--- src/rtl/_bus_arbiter.sv ---
// rtl/_bus_arbiter.sv - registered round-robin arbiter driving active-low _bus32 enables
// Grants at most one source and inserts TURN all-disabled cycles between grants.
module _bus_arbiter #(
   parameter int N        = 8,
   parameter int TURN     = 1,
   parameter int MAX_HOLD = 16
) (
   input  logic                 clk,
   input  logic                 rst,
   input  logic [N-1:0]         req,
   output logic [N-1:0]         g,
   output logic [N-1:0]         gnt_oh,
   output logic [$clog2(N)-1:0] gnt_idx,
   output logic                 bus_busy
);
   localparam int IW = $clog2(N);
   localparam int HW = (MAX_HOLD > 0) ? $clog2(MAX_HOLD + 1) : 1;
   localparam int TW = $clog2(TURN + 1);

   typedef enum logic [1:0] {ST_IDLE, ST_GRANT, ST_TURN} state_t;

   state_t        state, state_nxt;
   logic [IW-1:0] ptr, ptr_nxt, idx_nxt, win, cand;
   logic [HW-1:0] hold_cnt, hold_nxt;
   logic [TW-1:0] turn_cnt, turn_nxt;
   logic [N-1:0]  g_nxt;
   logic          found, hold_ok, arb;

   // Scan downward so the requester closest to ptr is the last one written.
   always_comb begin
      found = 1'b0;
      win   = '0;
      cand  = '0;
      for (int i = N - 1; i >= 0; i--) begin
         cand = IW'((int'(ptr) + i) % N);
         if (req[cand]) begin
            found = 1'b1;
            win   = cand;
         end
      end
   end

   assign hold_ok = (MAX_HOLD == 0) || (int'(hold_cnt) < MAX_HOLD - 1);

   always_comb begin
      state_nxt = state;
      ptr_nxt   = ptr;
      hold_nxt  = hold_cnt;
      turn_nxt  = turn_cnt;
      g_nxt     = g;
      idx_nxt   = gnt_idx;
      arb       = 1'b0;
      case (state)
         ST_GRANT: begin
            if (req[gnt_idx] && hold_ok) begin
               hold_nxt = (hold_cnt == '1) ? hold_cnt : hold_cnt + 1'b1;
            end else begin
               g_nxt     = '1;
               idx_nxt   = '0;
               ptr_nxt   = (int'(gnt_idx) == N - 1) ? '0 : gnt_idx + 1'b1;
               hold_nxt  = '0;
               turn_nxt  = TW'(TURN - 1);
               state_nxt = ST_TURN;
            end
         end
         ST_TURN: begin
            if (turn_cnt != '0) turn_nxt = turn_cnt - 1'b1;
            else                arb      = 1'b1;
         end
         default: arb = 1'b1;
      endcase
      if (arb) begin
         hold_nxt = '0;
         if (found) begin
            g_nxt     = ~({{(N-1){1'b0}}, 1'b1} << win);
            idx_nxt   = win;
            state_nxt = ST_GRANT;
         end else begin
            g_nxt     = '1;
            idx_nxt   = '0;
            state_nxt = ST_IDLE;
         end
      end
   end

   // Every output is its own flop so nothing combinational reaches _bus32.
   always_ff @(posedge clk or posedge rst) begin
      if (rst) begin
         state    <= ST_IDLE;
         ptr      <= '0;
         hold_cnt <= '0;
         turn_cnt <= '0;
         g        <= '1;
         gnt_oh   <= '0;
         gnt_idx  <= '0;
         bus_busy <= 1'b0;
      end else begin
         state    <= state_nxt;
         ptr      <= ptr_nxt;
         hold_cnt <= hold_nxt;
         turn_cnt <= turn_nxt;
         g        <= g_nxt;
         gnt_oh   <= ~g_nxt;
         gnt_idx  <= idx_nxt;
         bus_busy <= ~&g_nxt;
      end
   end
endmodule

--- config.mk ---
export PLATFORM = sky130hd
export DESIGN_NAME = _bus_arbiter
export DESIGN_NICKNAME = d
export VERILOG_FILES = /design/src/rtl/_bus_arbiter.sv
export SDC_FILE = /design/constraint.sdc
export NUM_CORES = 1
export LEC_CHECK = 0
export CAP_MARGIN = 20
export CORE_UTILIZATION = 60
export DETAILED_ROUTE_END_ITERATION = 10
export PLACE_DENSITY = 0.86
export SYNTH_ARGS = -nofsm -noshare
export SYNTH_HDL_FRONTEND = slang
export SYNTH_SLANG_ARGS = --single-unit
--- constraint.sdc ---
create_clock -name clk -period 9.7 [get_ports clk]
set_input_delay 0.97 -clock clk [delete_from_list [all_inputs] [get_ports clk]]
set_output_delay 0.97 -clock clk [all_outputs]
set_load 0.01 [all_outputs]
==> impl_metrics.ini, run 1 <==
[run_status]
status = complete, no violations

[critical_path]
critical_path_buf_inv_count = 2
critPathSlowestCell = ha_1
max_stage_delay_ns = 0.64
cp_max_fo = 29
crit_family = simple AND/OR/NAND/NOR gates
crit_type = flop to flop
critical_path.cell_chain = buf_4 -> inv_1 -> ha_1 -> mux4_2 -> or4_1 -> o21ai_1 -> nand3b_1 -> nor2_1 -> a21o_1
start_kind = flop
required_ns = 9.88
crit_arrival_ns = 3.88
endpoint_kind = flop

[final_layout]
fin_cells = 300
drive_gt1_share_pct = 17.5
area_delta_synth_final_pct = 19.7
final_nets = 267
fin_area_um2 = 2730
diodes = 0

[synthesis]
synth.distinct_cells = 49
synth.cell_area_um2 = 2280
synth-async-reset-ratio_pct = 100
yosysWarnings = 0
synth-seq-area-share_pct = 33.3
ys.flop_type = dfrtp_1
ys_ff_latch = 30
synth_enable_flop_cells = 0
syn_nets = 240
synth_cells = 224
avgSynthCellArea_um2 = 10.2

[global_route]
busiest_layer = met2
grt.total_usage_pct = 30.5
grt_first_pass_wirelength_mm = 9.36
grt_use_met1_pct = 42.9
grtUsageMet3_pct = 5.98
grt_pass1_vias = 1928
grt_max_degree = 31
gr-total-overflow = 0
use_met2_pct = 46.0
antenna_found_initial = 0

[clocking]
cts.repair.resized = 0
postCtsSetupBuffers = 0
clkTransAtPathRegs_ns = 0.07
hold_buffers = 0
cts_made_buffers = 5
clockBufferDepth = 2
insertion_delay_ns = 0.30
cts_tree = built
cts-root-buf = clkbuf_8
htreeDepth = 2
clock-sinks = 30

[floorplan]
initial_core_util_pct = 62.4
die_w_um = 63.7
core_um2 = 3660
dieArea_um2 = 4060
die_y_um = 63.7
row_count = 22
pin_count = 30

[timing]
worst_slack_ns = 6.00
finalSetupViolations = 0
fmax_mhz = 270
fin_setup_tns_ns = 0
worst_pin_slew_ns = 0.757
rsz0062_at_grt = no
skew_ns = 0.0111
min_period_ns = 3.70
maxSlewHeadroom_pct = 49.4
final-max-slew-violation-count = 0
finalHoldViolations = 0
min_period_over_period_pct = 38.1
hold_ws_ns = 0.558

[placed_design]
placed_cells = 290
placed_cell_area_um2 = 2580
gp_congestion = 0.898
pre_cts_ws_ns = 5.63
dp_hpwl_mm = 3.88
numPortBuffers = 29

[pwr]
power.leakage_nw = 1.12
ir_drop_mv = 0.338
powerDensity_nw_per_um2 = 381

[route]
viasPerCell = 6.70
avgRoutedWirePerCell_um = 19.2
remaining_drc_errors = 0
first_pass_iters = 4
via_count = 2009
dr.first_iter.drc_count = 126
wl_mm = 5.75
ant_nets = 0

[run]
max-cap-violations = 0

[min_path]
hold_path.class = flop to flop
[routing by layer]
| metal | vias up | routed length, um |
|---|---|---|
| li1 | 911 | - |
| met1 | 1001 | 2410 |
| met2 | 88 | 2870 |
| met3 | 9 | 335 |
| met4 | 0 | 134 |
| met5 | - | 0 |
[path summary, 6_finish.rpt]
check | start | to | slack, ns | depth (start not counted)
worst max-delay path | ptr[1] | gnt_oh[0] | 6.00 | 9
worst max register to register | ptr[1] | gnt_oh[0] | 6.00 | 9
min in group asynchronous | rst | bus_busy | 0.95 | 2
worst min register to register | hold_cnt[1] | hold_cnt[1] | 0.56 | 2
max in group asynchronous | rst | g[0] | 8.22 | 3
worst min-delay path | hold_cnt[1] | hold_cnt[1] | 0.56 | 2
[synth_stat cells (2+ instances only)]
cell	n	area share, %
nand4_1	4	1.1
or4_1	2	0.66
a221o_1	2	0.88
mux4_2	11	11
o22a_1	4	1.5
xor2_1	3	1.2
a21o_1	6	2.0
clkbuf_1	6	0.99
o32ai_1	2	0.77
a211oi_1	9	3.0
dfstp_2	8	9.2
o2bb2ai_1	4	1.5
o21ai_1	2	0.44
dfrtp_1	22	24
mux2i_4	2	2.0
nand2_1	13	2.1
o22ai_1	4	1.1
nand3_1	3	0.66
xnor2_1	2	0.77
a21oi_1	8	1.8
a2111oi_0	3	1.2
nor2b_1	6	1.6
nor2_1	24	3.9
ha_1	6	3.3
nand3b_1	3	0.99
mux2i_1	8	3.5
nand2b_1	7	1.9
and3_1	3	0.82
mux2_2	10	4.9
o21ai_0	6	1.3
inv_1	9	1.5
buf_2	4	0.88
and2_1	2	0.55
[cells in the final DEF, fill, tap and decap left out, drive strengths merged, types with 4 or more instances in the layout]
| cell type | netlist | layout |
|---|---|---|
| clkdlybuf4s50 | 0 | 29 |
| nor2 | 24 | 24 |
| dfrtp | 22 | 22 |
| nand2 | 13 | 13 |
| mux4 | 11 | 11 |
| mux2 | 10 | 10 |
| mux2i | 10 | 10 |
| a211oi | 9 | 9 |
| inv | 9 | 9 |
| a21oi | 8 | 8 |
| dfstp | 8 | 8 |
| o21ai | 8 | 8 |
| nand2b | 7 | 7 |
| a21o | 6 | 6 |
| nor2b | 6 | 6 |
| ha | 6 | 6 |
| clkbuf | 6 | 6 |
| o2bb2ai | 4 | 4 |
| nand4 | 4 | 4 |
| o22ai | 4 | 4 |
| o22a | 4 | 4 |
[cell type report]
class,count,area (um^2)
clock inverter,2,12.5
timing repair buffer,32,353
fill,263,927
inverter,9,33.8
multi-input combinational,173,1430
clock buffer,6,82.6
tap,48,60.1
sequential,30,761
[worst min-delay path, delay by kind of cell, from the launching register on]
kind             cells  cell delay, ns
and+or+nand+nor      1            0.08
muxes                1            0.08
DFF                  1            0.36
[logic make-up after synthesis]
kind of cell	count (synthesis)	share of synthesized area (%)
buffers and inverters	21	4.00
DFF	30	33.3
and+or+nand+nor	69	15.2
AOI/OAI and AO/OA	62	21.0
adders and majority gates	6	3.29
muxes	31	21.3
xor gates and xnor gates	5	1.92
[power breakdown]
| group | total (W) | switching [W] | internal (W) | leakage [nW] |
|---|---|---|---|---|
| logic | 0.000729 | 0.000407 | 0.000322 | 0.695 |
| registers | 0.000204 | 0.0000383 | 0.000166 | 0.373 |
| clock network | 0.000108 | 0.0000512 | 0.0000570 | 0.0472 |
| total | 0.00104 | 0.000496 | 0.000545 | 1.12 |
[sequential cells by signal, indices dropped and copies added (netlist names)]
signal	flops
g	8
gnt_oh	8
hold_cnt	5
gnt_idx	3
ptr	3
state	2
bus_busy	1
[stage by stage]
stage               power, W  util (%)
CTS                  0.00101      73.2
detailed placement  0.000900      70.6
global placement    0.000882      70.6
finish               0.00104      74.7
floorplan           0.000751         -
global route         0.00111      74.7
No activity file was read; power rests on OpenSTA's default activity.
==> inputs of run 2 (changes only) <==
--- a/config.mk
+++ b/config.mk
@@ -6,9 +6,9 @@
 export NUM_CORES = 1
 export LEC_CHECK = 0
 export CAP_MARGIN = 20
-export CORE_UTILIZATION = 60
+export CORE_UTILIZATION = 56
 export DETAILED_ROUTE_END_ITERATION = 10
-export PLACE_DENSITY = 0.86
+export PLACE_DENSITY = 0.81
 export SYNTH_ARGS = -nofsm -noshare
 export SYNTH_HDL_FRONTEND = slang
 export SYNTH_SLANG_ARGS = --single-unit
==> constraint.sdc (replaced) <==
create_clock -name clk -period 3.6 [get_ports clk]
set_input_delay 0.36 -clock clk [delete_from_list [all_inputs] [get_ports clk]]
set_output_delay 0.36 -clock clk [all_outputs]
set_load 0.01 [all_outputs]
==> run 2 against run 1 <==
- setup slack worse by 5.5 ns
- largest power group unchanged
- critical path depth up 1
- largest cell class unchanged
- die area up 6.9%
- via count down 2.0%
- clock skew down 0.0073 ns
- sequential power rose to 2.6 times the previous value
- sequential share of layout area about the same
==> impl_metrics.ini, run 2 (synthesis gave the netlist of run 1 again) <==
[clocking]
postCtsSetupBuffers = 0
clockBufferDepth = 2
cts.repair.resized = 0
cts-root-buf = clkbuf_8
cts_tree = built
clock-sinks = 30
clkTransAtPathRegs_ns = 0.06
hold_buffers = 0
insertion_delay_ns = 0.27
cts_made_buffers = 5
htreeDepth = 2

[critical_path]
endpoint_kind = flop
cp_max_fo = 13
crit_family = multiplexers
start_kind = flop
max_stage_delay_ns = 0.58
critPathSlowestCell = mux4_2
critical_path.cell_chain = inv_1 -> ha_1 -> buf_4 -> mux4_2 -> mux2i_1 -> nand2_1 -> a21oi_1 -> a221o_1 -> a31o_4 -> o22ai_1
critical_path_buf_inv_count = 2
crit_type = flop to flop
required_ns = 3.73
crit_arrival_ns = 3.22

[global_route]
grt.total_usage_pct = 28.1
grt_pass1_vias = 1864
gr-total-overflow = 0
antenna_found_initial = 0
grt_first_pass_wirelength_mm = 9.24
grt_max_degree = 31

[placed_design]
dp_hpwl_mm = 3.92
gp_congestion = 0.920
numPortBuffers = 29
pre_cts_ws_ns = 0.477

[floorplan]
pin_count = 30
core_um2 = 3770
die_y_um = 65.9
row_count = 22
die_w_um = 65.9
initial_core_util_pct = 60.6
dieArea_um2 = 4340

[timing]
final-max-slew-violation-count = 0
min_period_over_period_pct = 85.8
fin_setup_tns_ns = 0
finalSetupViolations = 0
fmax_mhz = 324
skew_ns = 0.00376
min_period_ns = 3.09
maxSlewHeadroom_pct = 54.2
worst_pin_slew_ns = 0.687
finalHoldViolations = 0
worst_slack_ns = 0.512
rsz0062_at_grt = no

[route]
ant_nets = 0
dr.first_iter.drc_count = 222
via_count = 1969
first_pass_iters = 5
remaining_drc_errors = 0
wl_mm = 5.48
viasPerCell = 6.50
avgRoutedWirePerCell_um = 18.1

[final_layout]
final_cell_mix = 29 x clkdlybuf4s50_1, 24 x nor2_1, 22 x dfrtp_1
drive_gt1_share_pct = 17.6
diodes = 0
top_regs = g: 8 flops, gnt_oh: 8 flops, hold_cnt: 5 flops
area_delta_synth_final_pct = 19.6
final_nets = 270
layout_commonest_cell = clkdlybuf4s50_1

[pwr]
seqPwrFrac_pct = 19.4
total_power_w = 0.00277
powerDensity_nw_per_um2 = 1020
power_frac_clock_pct = 9.6
intPower_w = 0.00147
power.leakage_nw = 1.12
p_sw_w = 0.00130
swShare_pct = 46.9
ir_drop_mv = 0.730
pwr-share-comb_pct = 71.0

[run]
max-cap-violations = 0

[run_status]
status = complete, no violations

[min_path]
hold_path.class = input pin to async pin
run 2: cell types whose count changed in the layout (fill, tap and decap cells not counted):
| cell | delta |
|---|---|
| clkbuf_1 | +2 |
| clkinv_2 | -1 |
| clkinvlp_4 | -1 |
| buf_4 | +4 |
| buf_16 | -1 |
run 2: final timing paths:
check | end | cells past startpoint | slack, ns | from
setup / recovery | gnt_oh[5] | 10 | 0.51 | ptr[1]
hold / removal | hold_cnt[2] | 2 | 0.33 | rst
setup reg to reg | gnt_oh[5] | 10 | 0.51 | ptr[1]
hold reg to reg | hold_cnt[3] | 2 | 0.55 | hold_cnt[3]
max in group asynchronous | g[3] | 3 | 2.78 | rst
min in group clk | hold_cnt[3] | 2 | 0.55 | hold_cnt[3]
run 2: metrics by stage:
stage                     instance area (um^2)  utilization [%]  hold WS, ns  std cells
after floorplan                           2280                -        0.445        224
after global placement                    2610             69.3        0.505        294
after detailed placement                  2610             69.3        0.537        294
after CTS                                 2700             71.7        0.550        302
after global routing                      2730             72.4        0.341        303
final                                     2730             72.4        0.329        303
run 2: area by class of cell:
class                      count  area, um^2
sequential                    30         761
inverter                       9        33.8
clock buffer                   8        90.1
tap                           48        60.1
fill                         278        1040
multi-input combinational    173        1430
timing repair buffer          35         355
run 2: power by group through the flow:
stage	clock network, W	logic [W]	registers, W
6_report	0.000268	0.00197	0.000537
5_1_grt	0.000292	0.00214	0.000552
4_1_cts	0.000275	0.00195	0.000536
3_5_place_dp	0	0.00193	0.000541
3_3_place_gp	0	0.00190	0.000541
2_1_floorplan	0	0.00150	0.000525
run 2: layer usage:
layer  wire length [um]  up-vias  track usage [%]
met2               2560       87             41.8
met4                 69        0             7.34
met3                425        8             6.21
met1               2430      955             41.0
met5                  0        -                0
li1                   -      919                -
run 2: worst register-to-register path, stage by stage, from the launching register on:
cell and delay [ns]:
dfrtp_1 0.37, inv_1 0.08, ha_1 0.32, buf_4 0.22
mux4_2 0.58, mux2i_1 0.38, nand2_1 0.10, a21oi_1 0.33
a221o_1 0.29, a31o_4 0.18, o22ai_1 0.10
==> inputs of run 3 (changes only) <==
--- a/config.mk
+++ b/config.mk
@@ -6,9 +6,10 @@
 export NUM_CORES = 1
 export LEC_CHECK = 0
 export CAP_MARGIN = 20
+export CORE_MARGIN = 3
 export CORE_UTILIZATION = 56
 export DETAILED_ROUTE_END_ITERATION = 10
-export PLACE_DENSITY = 0.81
+export PLACE_DENSITY = 0.92
 export SYNTH_ARGS = -nofsm -noshare
 export SYNTH_HDL_FRONTEND = slang
 export SYNTH_SLANG_ARGS = --single-unit
==> run 3 against run 2 <==
- hold slack gained 0.11 ns
- clock skew grew 0.0026 ns
- total power grew 2.2%
- largest power group unchanged
==> impl_metrics.ini, run 3 (synthesis gave the netlist of run 1 again) <==
[timing]
finalSetupViolations = 0
worst_slack_ns = 0.380
rsz0062_at_grt = no
skew_ns = 0.00633
worst_pin_slew_ns = 0.632
min_period_over_period_pct = 89.4
fin_setup_tns_ns = 0
finalHoldViolations = 0
fmax_mhz = 311
final-max-slew-violation-count = 0
min_period_ns = 3.22
maxSlewHeadroom_pct = 57.8

[pwr]
power.leakage_nw = 1.12
total_power_w = 0.00283
ir_drop_mv = 0.659
powerDensity_nw_per_um2 = 1040
pwr-share-comb_pct = 71.8
swShare_pct = 48.1
power_frac_clock_pct = 9.9
p_sw_w = 0.00136
seqPwrFrac_pct = 18.3
intPower_w = 0.00147

[run_status]
status = complete, no violations

[floorplan]
core_um2 = 3800
die_y_um = 69.9
initial_core_util_pct = 60.1
pin_count = 30
dieArea_um2 = 4880
row_count = 22
die_w_um = 69.9

[global_route]
grt_pass1_vias = 1982
grt_first_pass_wirelength_mm = 9.91
gr-total-overflow = 0
antenna_found_initial = 0
grt.total_usage_pct = 25.3
grt_max_degree = 31

[clocking]
cts.repair.resized = 0
clock-sinks = 30
cts_tree = built
postCtsSetupBuffers = 0
clkTransAtPathRegs_ns = 0.07
insertion_delay_ns = 0.28
htreeDepth = 2
clockBufferDepth = 2
hold_buffers = 0
cts-root-buf = clkbuf_8
cts_made_buffers = 5

[run]
max-cap-violations = 0

[final_layout]
top_regs = g: 8 flops, gnt_oh: 8 flops, hold_cnt: 5 flops
final_cell_mix = 29 x clkdlybuf4s50_1, 24 x nor2_1, 22 x dfrtp_1
drive_gt1_share_pct = 18.4
area_delta_synth_final_pct = 19.3
diodes = 0
layout_commonest_cell = clkdlybuf4s50_1
final_nets = 270

[critical_path]
r2r-start = ptr[1]
required_ns = 3.74
critPathSlowestCell = mux4_2
crit_arrival_ns = 3.36
start_kind = flop
endpoint_kind = flop
crit_family = multiplexers
critical_path_buf_inv_count = 1
max_stage_delay_ns = 0.63
crit_start = ptr[1]
cp_max_fo = 9
critical_path.cell_chain = inv_1 -> ha_1 -> mux4_2 -> mux2i_1 -> nand2_1 -> a21oi_1 -> a221o_1 -> a31o_4 -> o22ai_1
crit_type = flop to flop

[placed_design]
pre_cts_ws_ns = 0.497
numPortBuffers = 29
gp_congestion = 1.00
dp_hpwl_mm = 4.18

[route]
ant_nets = 0
wl_mm = 6.02
dr.first_iter.drc_count = 195
via_count = 2089
first_pass_iters = 6
remaining_drc_errors = 0
avgRoutedWirePerCell_um = 19.9
viasPerCell = 6.89

[min_path]
hold_path.class = input pin to async pin
-- run 3: changes by cell type in the layout (fill, tap and decap cells not counted) --
cell | before | now
buf_8 | 0 | 1
buf_16 | 1 | 0
clkinvlp_4 | 0 | 1
clkbuf_1 | 2 | 0
clkinv_2 | 0 | 1
-- run 3: metal layers --
layer / vias to the layer above / global-route usage (%) / part of all wire (%)
met2: 138 / 41.0 / 51
met3: 16 / 4.03 / 7.8
met5: - / 0 / 0
met4: 0 / 8.94 / 1.8
met1: 1010 / 34.3 / 39
li1: 925 / - / -
-- run 3: area by class of cell --
type | instances | area [um^2]
clock buffers | 6 | 82.6
clock inverters | 2 | 12.5
fillers | 282 | 1070
inverters | 9 | 33.8
multi-input cells | 173 | 1430
flip-flops and latches | 30 | 761
well taps | 48 | 60.1
repair buffers | 35 | 343
-- run 3: power groups by stage --
stage / clock, W / combinational (W) / sequential (W)
final: 0.000281 / 0.00203 / 0.000518
after detailed placement: 0 / 0.00194 / 0.000523
after floorplan: 0 / 0.00150 / 0.000525
after CTS: 0.000281 / 0.00198 / 0.000518
after global placement: 0 / 0.00190 / 0.000519
after global routing: 0.000294 / 0.00219 / 0.000529
-- run 3: path summary, 6_finish.rpt --
path | to | slack (ns) | cells past startpoint
hold / removal | hold_cnt[0] | 0.44 | 2
min in group clk | g[0] | 0.57 | 2
setup reg to reg | gnt_oh[4] | 0.38 | 9
hold reg to reg | g[0] | 0.57 | 2
setup / recovery | gnt_oh[4] | 0.38 | 9
max in group asynchronous | g[3] | 2.57 | 3
-- run 3: worst register-to-register path: stages, from the launching register on --
cell and delay [ns]:
dfrtp_1 0.35, inv_1 0.10, ha_1 0.48, mux4_2 0.63
mux2i_1 0.44, nand2_1 0.10, a21oi_1 0.37, a221o_1 0.32
a31o_4 0.19, o22ai_1 0.10
-- run 3: metrics by stage --
stage / cells / cell area [um^2] / utilization, % / hold slack [ns]
2_1_floorplan: 224 / 2280 / - / 0.445
3_3_place_gp: 294 / 2610 / 68.8 / 0.498
3_5_place_dp: 294 / 2610 / 68.8 / 0.560
4_1_cts: 302 / 2710 / 71.3 / 0.581
5_1_grt: 303 / 2720 / 71.7 / 0.506
6_report: 303 / 2720 / 71.7 / 0.440
